### config.mk
export PLATFORM = sky130hd
export DESIGN_NAME = seven_seg_capture
export DESIGN_NICKNAME = d
export VERILOG_FILES = /design/src/rtl/seven_seg_capture.sv
export SDC_FILE = /design/constraint.sdc
export NUM_CORES = 1
export LEC_CHECK = 0
export CAP_MARGIN = 10
export CORE_ASPECT_RATIO = 0.8
export CORE_MARGIN = 3
export CORE_UTILIZATION = 42
export CTS_CLUSTER_DIAMETER = 50
export DETAILED_ROUTE_END_ITERATION = 12
export SLEW_MARGIN = 10
export SYNTH_ARGS = -nofsm -noshare
export SYNTH_HDL_FRONTEND = slang
export SYNTH_SLANG_ARGS = --single-unit
### constraint.sdc
create_clock -name clk -period 2.7 [get_ports clk]
set_input_delay 0.54 -clock clk [delete_from_list [all_inputs] [get_ports clk]]
set_output_delay 0.54 -clock clk [all_outputs]
set_load 0.01 [all_outputs]
### src/rtl/seven_seg_capture.sv
// seven_seg_capture: receive side of the two-digit multiplexed 7-seg driver.
// Rebuilds the displayed 8-bit hex value from the anode/LED bus.
module seven_seg_capture #(
   parameter int unsigned SETTLE_CYCLES = 2,
   parameter int unsigned TIMEOUT       = 64
) (
   input  logic       clk,
   input  logic       rst,
   input  logic       anode,
   input  logic [6:0] LED,
   output logic [7:0] char_out,
   output logic       char_valid,
   output logic       seg_err,
   output logic       in_sync
);

   localparam int unsigned TW = $clog2(TIMEOUT + 1);
   localparam logic [3:0]    SCNT_LAST = 4'(SETTLE_CYCLES - 1);
   localparam logic [TW-1:0] TMAX      = TW'(TIMEOUT);

   typedef enum logic [1:0] {
      IDLE,
      SETTLE,
      SAMPLE,
      WAIT_EDGE
   } state_t;

   state_t        state_q;
   logic          anode_r_q;
   logic          anode_q;
   logic [6:0]    led_r_q;
   logic [3:0]    scnt_q;
   logic [TW-1:0] tcnt_q;
   logic [TW-1:0] tcnt_d;
   logic [3:0]    hi_q;
   logic          hi_ok_q;
   logic          pend_q;
   logic [7:0]    char_q;
   logic          valid_q;
   logic          err_q;
   logic          sync_q;

   logic          edge_det;
   logic          rise_det;
   logic [3:0]    dec_nib;
   logic          dec_ok;

   assign edge_det = anode_r_q ^ anode_q;
   assign rise_det = anode_r_q & ~anode_q;

   // Saturating next value of the no-edge timeout counter
   always_comb begin
      tcnt_d = tcnt_q;
      if (tcnt_q != TMAX) begin
         tcnt_d = tcnt_q + 1'b1;
      end
   end

   // Segment pattern back to nibble; anything off-table is flagged
   always_comb begin
      dec_ok  = 1'b1;
      dec_nib = 4'h0;
      unique case (led_r_q)
         7'h7E:   dec_nib = 4'h0;
         7'h30:   dec_nib = 4'h1;
         7'h6D:   dec_nib = 4'h2;
         7'h79:   dec_nib = 4'h3;
         7'h33:   dec_nib = 4'h4;
         7'h5B:   dec_nib = 4'h5;
         7'h5F:   dec_nib = 4'h6;
         7'h70:   dec_nib = 4'h7;
         7'h7F:   dec_nib = 4'h8;
         7'h7B:   dec_nib = 4'h9;
         7'h77:   dec_nib = 4'hA;
         7'h1F:   dec_nib = 4'hB;
         7'h4E:   dec_nib = 4'hC;
         7'h3D:   dec_nib = 4'hD;
         7'h4F:   dec_nib = 4'hE;
         7'h47:   dec_nib = 4'hF;
         default: dec_ok  = 1'b0;
      endcase
   end

   // Input registers, edge history and the receive FSM with registered outputs
   always_ff @(posedge clk) begin
      if (!rst) begin
         state_q   <= IDLE;
         anode_r_q <= 1'b0;
         anode_q   <= 1'b0;
         led_r_q   <= 7'h00;
         scnt_q    <= 4'h0;
         tcnt_q    <= '0;
         hi_q      <= 4'h0;
         hi_ok_q   <= 1'b0;
         pend_q    <= 1'b0;
         char_q    <= 8'h00;
         valid_q   <= 1'b0;
         err_q     <= 1'b0;
         sync_q    <= 1'b0;
      end else begin
         anode_r_q <= anode;
         anode_q   <= anode_r_q;
         led_r_q   <= LED;
         valid_q   <= 1'b0;
         err_q     <= 1'b0;
         pend_q    <= 1'b0;
         unique case (state_q)
            IDLE: begin
               if (rise_det) begin
                  state_q <= SETTLE;
                  scnt_q  <= 4'h0;
               end
            end
            SETTLE: begin
               if (edge_det) begin
                  scnt_q <= 4'h0;
               end else if (scnt_q == SCNT_LAST) begin
                  state_q <= SAMPLE;
               end else begin
                  scnt_q <= scnt_q + 1'b1;
               end
            end
            SAMPLE: begin
               // An edge arriving now is replayed in WAIT_EDGE
               pend_q <= edge_det;
               tcnt_q <= '0;
               if (!dec_ok) begin
                  err_q   <= 1'b1;
                  hi_ok_q <= 1'b0;
                  sync_q  <= 1'b0;
                  state_q <= IDLE;
               end else if (anode_r_q) begin
                  hi_q    <= dec_nib;
                  hi_ok_q <= 1'b1;
                  sync_q  <= 1'b1;
                  state_q <= WAIT_EDGE;
               end else begin
                  if (hi_ok_q) begin
                     char_q  <= {hi_q, dec_nib};
                     valid_q <= 1'b1;
                  end
                  hi_ok_q <= 1'b0;
                  state_q <= WAIT_EDGE;
               end
            end
            WAIT_EDGE: begin
               if (edge_det || pend_q) begin
                  tcnt_q  <= '0;
                  scnt_q  <= 4'h0;
                  state_q <= SETTLE;
               end else if (tcnt_d == TMAX) begin
                  tcnt_q  <= tcnt_d;
                  hi_ok_q <= 1'b0;
                  sync_q  <= 1'b0;
                  state_q <= IDLE;
               end else begin
                  tcnt_q <= tcnt_d;
               end
            end
            default: state_q <= IDLE;
         endcase
      end
   end

   assign char_out   = char_q;
   assign char_valid = valid_q;
   assign seg_err    = err_q;
   assign in_sync    = sync_q;

endmodule

### After elaboration in Yosys (flattened, before gate mapping)

Cells that the tools add are included.
W data, S select, Z words.

| operators by class | value |
|---|---|
| $add $sub $neg | 2 |
| multipliers | 0 |
| div/mod/pow operators | 0 |
| order comparisons | 0 |
| equal/unequal tests | 31 |
| shift operators | 0 |
| muxes and demuxes | 27 |
| bitwise operators | 7 |
| reduce and logical (&&, ||, !) cells | 13 |

Operators by type and width:

| operator | count |
|---|---|
| $eq A7 B7 Y1 const B | 13 |
| $pmux W4 S15 | 1 |
| $eq A7 B6 Y1 const B | 3 |
| $mux W4 | 4 |
| $reduce_and A4 Y1 | 4 |
| $reduce_or A16 Y1 | 1 |
| $mux W7 | 2 |
| $pmux W7 S2 | 1 |
| $mux W2 | 6 |
| $ne A2 B2 Y1 const B | 6 |
| $pmux W4 S3 | 1 |
| $mux W1 | 9 |
| $ne A3 B3 Y1 const B | 3 |
| $pmux W2 S4 | 1 |
| $add A7 B1 Y7 const B | 1 |
| $eq A7 B5 Y1 const B | 1 |
| $ne A7 B7 Y1 const B | 1 |
| $reduce_and A3 Y1 | 2 |
| $not A1 Y1 | 5 |
| $add A4 B1 Y4 const B | 1 |
| $eq A2 B2 Y1 const B | 2 |
| $eq A4 B1 Y1 const B | 1 |
| $pmux W1 S2 | 2 |
| $reduce_or A4 Y1 | 1 |
| other kinds (8) | 8 |

| storage, ports and cells | value |
|---|---|
| register bits after elaboration | 39 |
| bits in latches | 0 |
| memory bits (writable) | 0 |
| bits in read-only memories | 0 |
| memories | 0 |

### Longest topological paths before layout

| logic depth | value |
|---|---|
| depth after elaboration | 6 |
| gate-level depth with buffers | 8 |
| mapped depth without buffers | 8 |

### Worst setup path after synthesis

OpenSTA, ideal clock, no wires.

| timing | value |
|---|---|
| path type | flip-flop to flip-flop |
| start | register led_r_q[1] |
| end | register char_q[4] (netlist: char_out[4]) |
| setup time | 0.129 ns |
| data arrival time | 1.778 ns |
| data required time | 2.571 ns |
| path slack | 0.793 ns |
| stages on the path, launching flop included | 8 |
| buffers on the path | 1 |
| path through | dfxtp_1 > or4b_1 > nor3_1 > nor3_2 > a31oi_2 > buf_6 > mux2i_1 > nor2_1 |

| between the ends | value |
|---|---|
| word-level cells in the longest chain between the ends | 4 |
| elaborated cells on any way between the ends | 19 |

RTL lines:

| element | line | text |
|---|---|---|
| start, declared | 31 | `logic [6:0] led_r_q;` |
| start signal, assigned | 90 | `led_r_q <= 7'h00;` |
| start signal, assigned | 103 | `led_r_q <= LED;` |
| $eq A7 B7 Y1, or another cell as far along | 63 | `unique case (led_r_q)` |
| $reduce_or A16 Y1 (no line) * | n/a |  |
| $mux W1 * | 63 |  |
| $reduce_and A4 Y1 (no line) * | n/a |  |
| end signal, assigned | 139 | `char_q <= {hi_q, dec_nib};` |
| end, declared | 38 | `logic [7:0] char_q;` |

Mark *: on every way between the ends. The rest lies on a longest branch, timed or not.
A chain may end at the register's enable or synchronous reset.

### Worst setup path after layout

| timing | value |
|---|---|
| start | register led_r_q[6] |
| end | register char_q[2] (netlist: char_out[2]) |

| between the ends | value |
|---|---|
| word-level cells in the longest chain between the ends | 4 |
| elaborated cells on any way between the ends | 20 |

RTL lines:

| element | line |
|---|---|
| $eq A7 B7 Y1, or another cell as far along | 63 |
| $reduce_or A16 Y1 (no line) | n/a |
| $mux W1 | 63 |
| $reduce_and A4 Y1 (no line) | n/a |

Several ways; a longest one is shown, not always the timed one.

==> impl_metrics.ini <==
[outcome]
status = finished, final reports clean

[synthesis]
synth_largest_area_cell = dfxtp_1
ys_types = 53
ys_top_cells_by_area = dfxtp_1, nor2_1, mux2i_1
yosys_warnings = 0
synth_enable_flop_cells = 0
netlist_area_um2 = 2120
ys.flop_type = dfxtp_1
synth_seq_area_share_pct = 36.8
async_flop_share_pct = 0
synth_cells = 252
synth_commonest_cells = dfxtp_1, nor2_1, nand2_1
synth_nets = 267
synth.avg_cell_area_um2 = 8.42
synth_most_common_cell = dfxtp_1
ys_seq_elements = 39
yosysTopAreaCellShare_pct = 36.8

[place]
hpwl_mm = 3.19
gp_congestion = 0.742
dp_cells = 321
place_area_um2 = 2360
pre_cts_slack_ps = 406
io_buffers = 20

[power]
powerDensity_nw_per_um2 = 431
irDropWorstVdd_v = 0.000262
leakagePower_nw = 0.815
power_mw = 1.05

[cells_and_area]
nets = 283
diodes = 0
drive_gt1_share_pct = 6.69
final_cells = 329
synthToLayoutAreaGrowth_pct = 15.2
fillers = 486
final_util_pct = 51.6
final_area_um2 = 2440

[worst_hold_path]
hold_class = register to register

[grt]
grt.overflow.total = 0
grt_antenna_before_repair = 0
grt_max_degree = 20
track_usage_pct = 15.1
grt_pass1_wl_mm = 7.44
grt_pass1_vias = 1532

[timing]
finalWorstSetupSlack_ps = 387
finalCritPeriodShare_pct = 85.7
max_clock_freq_mhz = 432
period_needed_ps = 2310
rsz0062_at_grt = false
slew_headroom_pct = 66.4
maxSlewViolCount = 0
fin_skew_ps = 8.29
hold_viol_final = 0
setup_tns_ps = 0
tightest_slew_ps = 503
setup_violations = 0
holdWs_ps = 497

[routing]
wl_mm = 4.36
route.met2.wl_mm = 1.70
routed.top_layer = met4
dr.pass1.iters = 4
met1_length_mm = 2.45
drtAntennaViolNets = 0
drc = 0
wl_per_cell_um = 13.2
vias_per_cell = 5.38
dr_total_vias = 1771
dr_wl_met3_um = 192
drtIter0Drc = 58

[worst_setup_path]
path_max_fanout = 17
crit_type = register to register
cp-end-kind = register
critPathArrivalTime_ps = 2500
required_ps = 2890
startpoint_type = register

[clock_tree]
path_clk_slew_ps = 70
clock-sinks = 39
post_cts_buffers = 0
cts_tree = done
htree_levels = 2
clkLatencyLatePin_ps = 290
ctsRootBufferMaster = clkbuf_8
clk_path_buf_depth = 2
holdBufCountCts = 0
numCtsBuffers = 5
cts-resized-gates = 0

[die]
io_pins = 21
die_y_um = 69.6
rows = 22
core_area_um2 = 4730
die_w_um = 85.5
dieArea_um2 = 5950
initial_core_util_pct = 44.8

[flow_run]
cap_violations = 0
layout by cell type, fill, tap and decap left out, types with 2 or more instances in the layout:
| cell type | n |
|---|---|
| nor3_1 | 5 |
| xor2_1 | 5 |
| dfxtp_1 | 39 |
| nor2_1 | 33 |
| nor2b_1 | 2 |
| mux2i_1 | 10 |
| xnor2_1 | 3 |
| clkbuf_1 | 2 |
| a311oi_1 | 3 |
| nor3b_1 | 2 |
| nor4b_1 | 3 |
| clkbuf_8 | 5 |
| ha_1 | 5 |
| and3_1 | 3 |
| buf_4 | 5 |
| nand2b_1 | 3 |
| a31oi_1 | 3 |
| nand4_1 | 2 |
| o211ai_1 | 2 |
| clkdlybuf4s50_1 | 20 |
| a21oi_1 | 11 |
| o21ai_1 | 6 |
| inv_1 | 9 |
| a41oi_1 | 2 |
| nand3_1 | 11 |
| nand2_1 | 20 |
| o21ai_0 | 7 |
| a2111oi_0 | 2 |
| nand3b_1 | 4 |
| or3b_1 | 2 |
| or4b_1 | 2 |
| nand4bb_1 | 5 |
| and2_1 | 11 |
path summary, 6_finish.rpt:
check	start	endpoint	slack [ps]	cells after the start
min reg2reg	hi_ok_q	hi_ok_q	500	2
max	led_r_q[6]	char_out[2]	390	7
max reg2reg	led_r_q[6]	char_out[2]	390	7
min	hi_ok_q	hi_ok_q	500	2
state kept, by name, summed over array words and instances, names as in the netlist:
name / flops
anode_q: 1
pend_q: 1
in_sync: 1
seg_err: 1
hi_q: 4
tcnt_q: 7
state_q: 2
char_valid: 1
hi_ok_q: 1
led_r_q: 7
scnt_q: 4
char_out: 8
anode_r_q: 1
power by group:
part | internal (mW) | switching (mW) | total [mW]
logic | 0.0407 | 0.0322 | 0.0729
clock network | 0.181 | 0.190 | 0.371
registers | 0.584 | 0.0252 | 0.609
total | 0.806 | 0.248 | 1.05
critical path, cell delays in order, from the launching register on:
cell      delay [ps]
dfxtp_1          630
or4b_1           490
nor3_1           260
nor3_2           130
a31oi_2          190
buf_4            220
nor2_1            60
a311oi_1         240
cell type report:
type	count	area (um2)	area share [%]
clock buffer	7	76.3	3.12
clock inverter	1	5.00	0.205
inverter	9	33.8	1.38
multi-input combinational	188	1240	50.6
sequential	39	781	31.9
tap	60	75.1	3.07
timing repair buffer	25	238	9.72
cell families (layout without fill, tap and decap cells):
family,after synthesis,after routing,share of synthesized area [%]
compound gates,51,51,17.7
xor+xnor,8,8,3.30
fa+ha+maj,5,5,2.95
buf+inv,25,42,4.95
flops,39,39,36.8
mux,11,11,5.25
simple gates,113,113,29.1
layer usage:
layer / up-vias / global-route usage [%]
met5: - / 0
met4: 0 / 3.69
met3: 2 / 3.92
met2: 27 / 20.3
met1: 811 / 23.5
li1: 931 / -
No activity file was read; power rests on OpenSTA's default activity.
==> variant: new RTL, same settings <==
The parameter `TIMEOUT` goes from 64 to 32.
--- a/src/rtl/seven_seg_capture.sv
+++ b/src/rtl/seven_seg_capture.sv
@@ -2,7 +2,7 @@
 // Rebuilds the displayed 8-bit hex value from the anode/LED bus.
 module seven_seg_capture #(
    parameter int unsigned SETTLE_CYCLES = 2,
-   parameter int unsigned TIMEOUT       = 64
+   parameter int unsigned TIMEOUT       = 32
 ) (
    input  logic       clk,
    input  logic       rst,
Check against the original RTL: no difference found for any inputs over 10 cycles, from zero or initial values and one cycle with rst low; that may be too few to reach the edited logic, so the function may still have changed.
==> variant against the original RTL <==
Sequential cell count shrank 1; final area is essentially flat; die area hardly changed; wire length shrank 7.4%; critical path depth down 2; core utilization hardly changed; clock skew barely moved; total power grew 8.2%; synthesized area is essentially flat; setup slack gained 75 ps; final cell count decreased by 4.3%; synthesized cell count fell by 6.3%; count of clock-buffer cells in the layout shrank 2.
==> variant: results (changes against the original RTL) <==
[pwr]
ir_worst_vdd_v=0.000371  ; +42%
static-leakage-power_nw=0.832  ; +2.1%

[drt]
routed_wl_mm=4.03  ; -7.4%
vias=1685  ; -4.9%
dr_wl_met2_mm=1.56  ; -8.3%
drtIter0Drc=112  ; +93%
routedLengthMet1_mm=2.20  ; -9.9%

[setup_path]
slowest_delay_ps=530  ; -100 ps
cpLargestDelayFamily=compound AO/OA/AOI/OAI gates
worstPathMaxFanout=12  ; -5
crit_arrival_ps=2470  ; -30 ps

[min_path]
hold_path_end=char_out[3]
min-delay-start=char_out[3]

[place]
pre_cts_ws_ps=465  ; +59.1 ps
place.gp.congestion=0.868  ; +17%
dpl-instance-area_sq_um=2330  ; -1.4%
placed_cells=307  ; -4.4%

[synth]
synth_top_area_share_pct=35.9  ; -0.92 points
synthCells=236  ; -6.3%
synthTopCellsByArea=dfxtp_1 (36%), mux2i_1 (5.2%), nand2_1 (4.6%), and2_1 (3.2%), ha_1 (2.9%)

[cells_and_area]
fillers=454  ; -6.6%
drive_gt1_share_pct=11.4  ; +4.7 points

[timing]
relSlewSlack_pct=56.4  ; -10 points

[grt]
grt_usage_pct=14.8  ; -0.31 points

[run_status]
outcome=completed

## variant: changes by cell type in the layout (fill, tap and decap cells not counted), moves of 6 or more
cell and delta:
a21boi_0 +6, a21oi_1 -7, nand2_1 +6, nand3_1 -6, nor2_1 -26, nor2b_1 +8
## variant: how the worst max path moves through the flow
| stage | start | to | slack (ps) | cells after the start |
|---|---|---|---|---|
| floorplan | anode_r_q | scnt_q[3] | 670 | 7 |
| global placement | led_r_q[1] | char_out[3] | 520 | 5 |
| detailed placement | led_r_q[1] | char_out[3] | 460 | 5 |
| CTS | led_r_q[1] | char_out[3] | 460 | 5 |
| global route | led_r_q[1] | char_out[1] | 340 | 5 |
| finish | led_r_q[1] | char_out[6] | 460 | 5 |
## variant: cell families (layout without fill, tap and decap cells)
group	after synthesis	in the layout	share of synthesized area, %
buf+inv	24	43	6.49
compound gates	52	52	19.1
simple gates	102	102	28.7
xor+xnor	4	4	1.65
fa+ha+maj	5	5	2.95
mux	11	11	5.19
flops	38	38	35.9
## variant: per-stage QoR
step,hold slack [ps],utilization [%]
finish,461,51.6
CTS,463,51.6
floorplan,429,-
global placement,441,49.2
global route,483,51.6
detailed placement,446,49.2
## variant: power by group through the flow
stage | combinational, mW | clock (mW) | sequential (mW)
finish | 0.0697 | 0.484 | 0.586
global route | 0.0778 | 0.529 | 0.589
CTS | 0.0700 | 0.500 | 0.586
detailed placement | 0.0698 | 0 | 0.599
global placement | 0.0701 | 0 | 0.599
floorplan | 0.0624 | 0 | 0.588
## variant: worst min-delay path, delay by kind of cell (launching register included)
family,cells,cell delay (ps)
flip-flops,1,310
multiplexers,1,50
AND/OR/NAND/NOR,1,50
## variant: cell type report
type,count,area [sq um],area share [%]
timing repair buffer,24,230,9.42
inverter,11,41.3,1.69
clock buffer,5,68.8,2.82
sequential,38,761,31.1
multi-input combinational,174,1220,50.0
clock inverter,3,45.0,1.84
tap,60,75.1,3.07
## variant: routing by layer
layer | track usage, % | vias up
li1 | - | 888
met1 | 22.7 | 745
met2 | 19.4 | 46
met3 | 4.04 | 6
met4 | 5.27 | 0
met5 | 0 | -
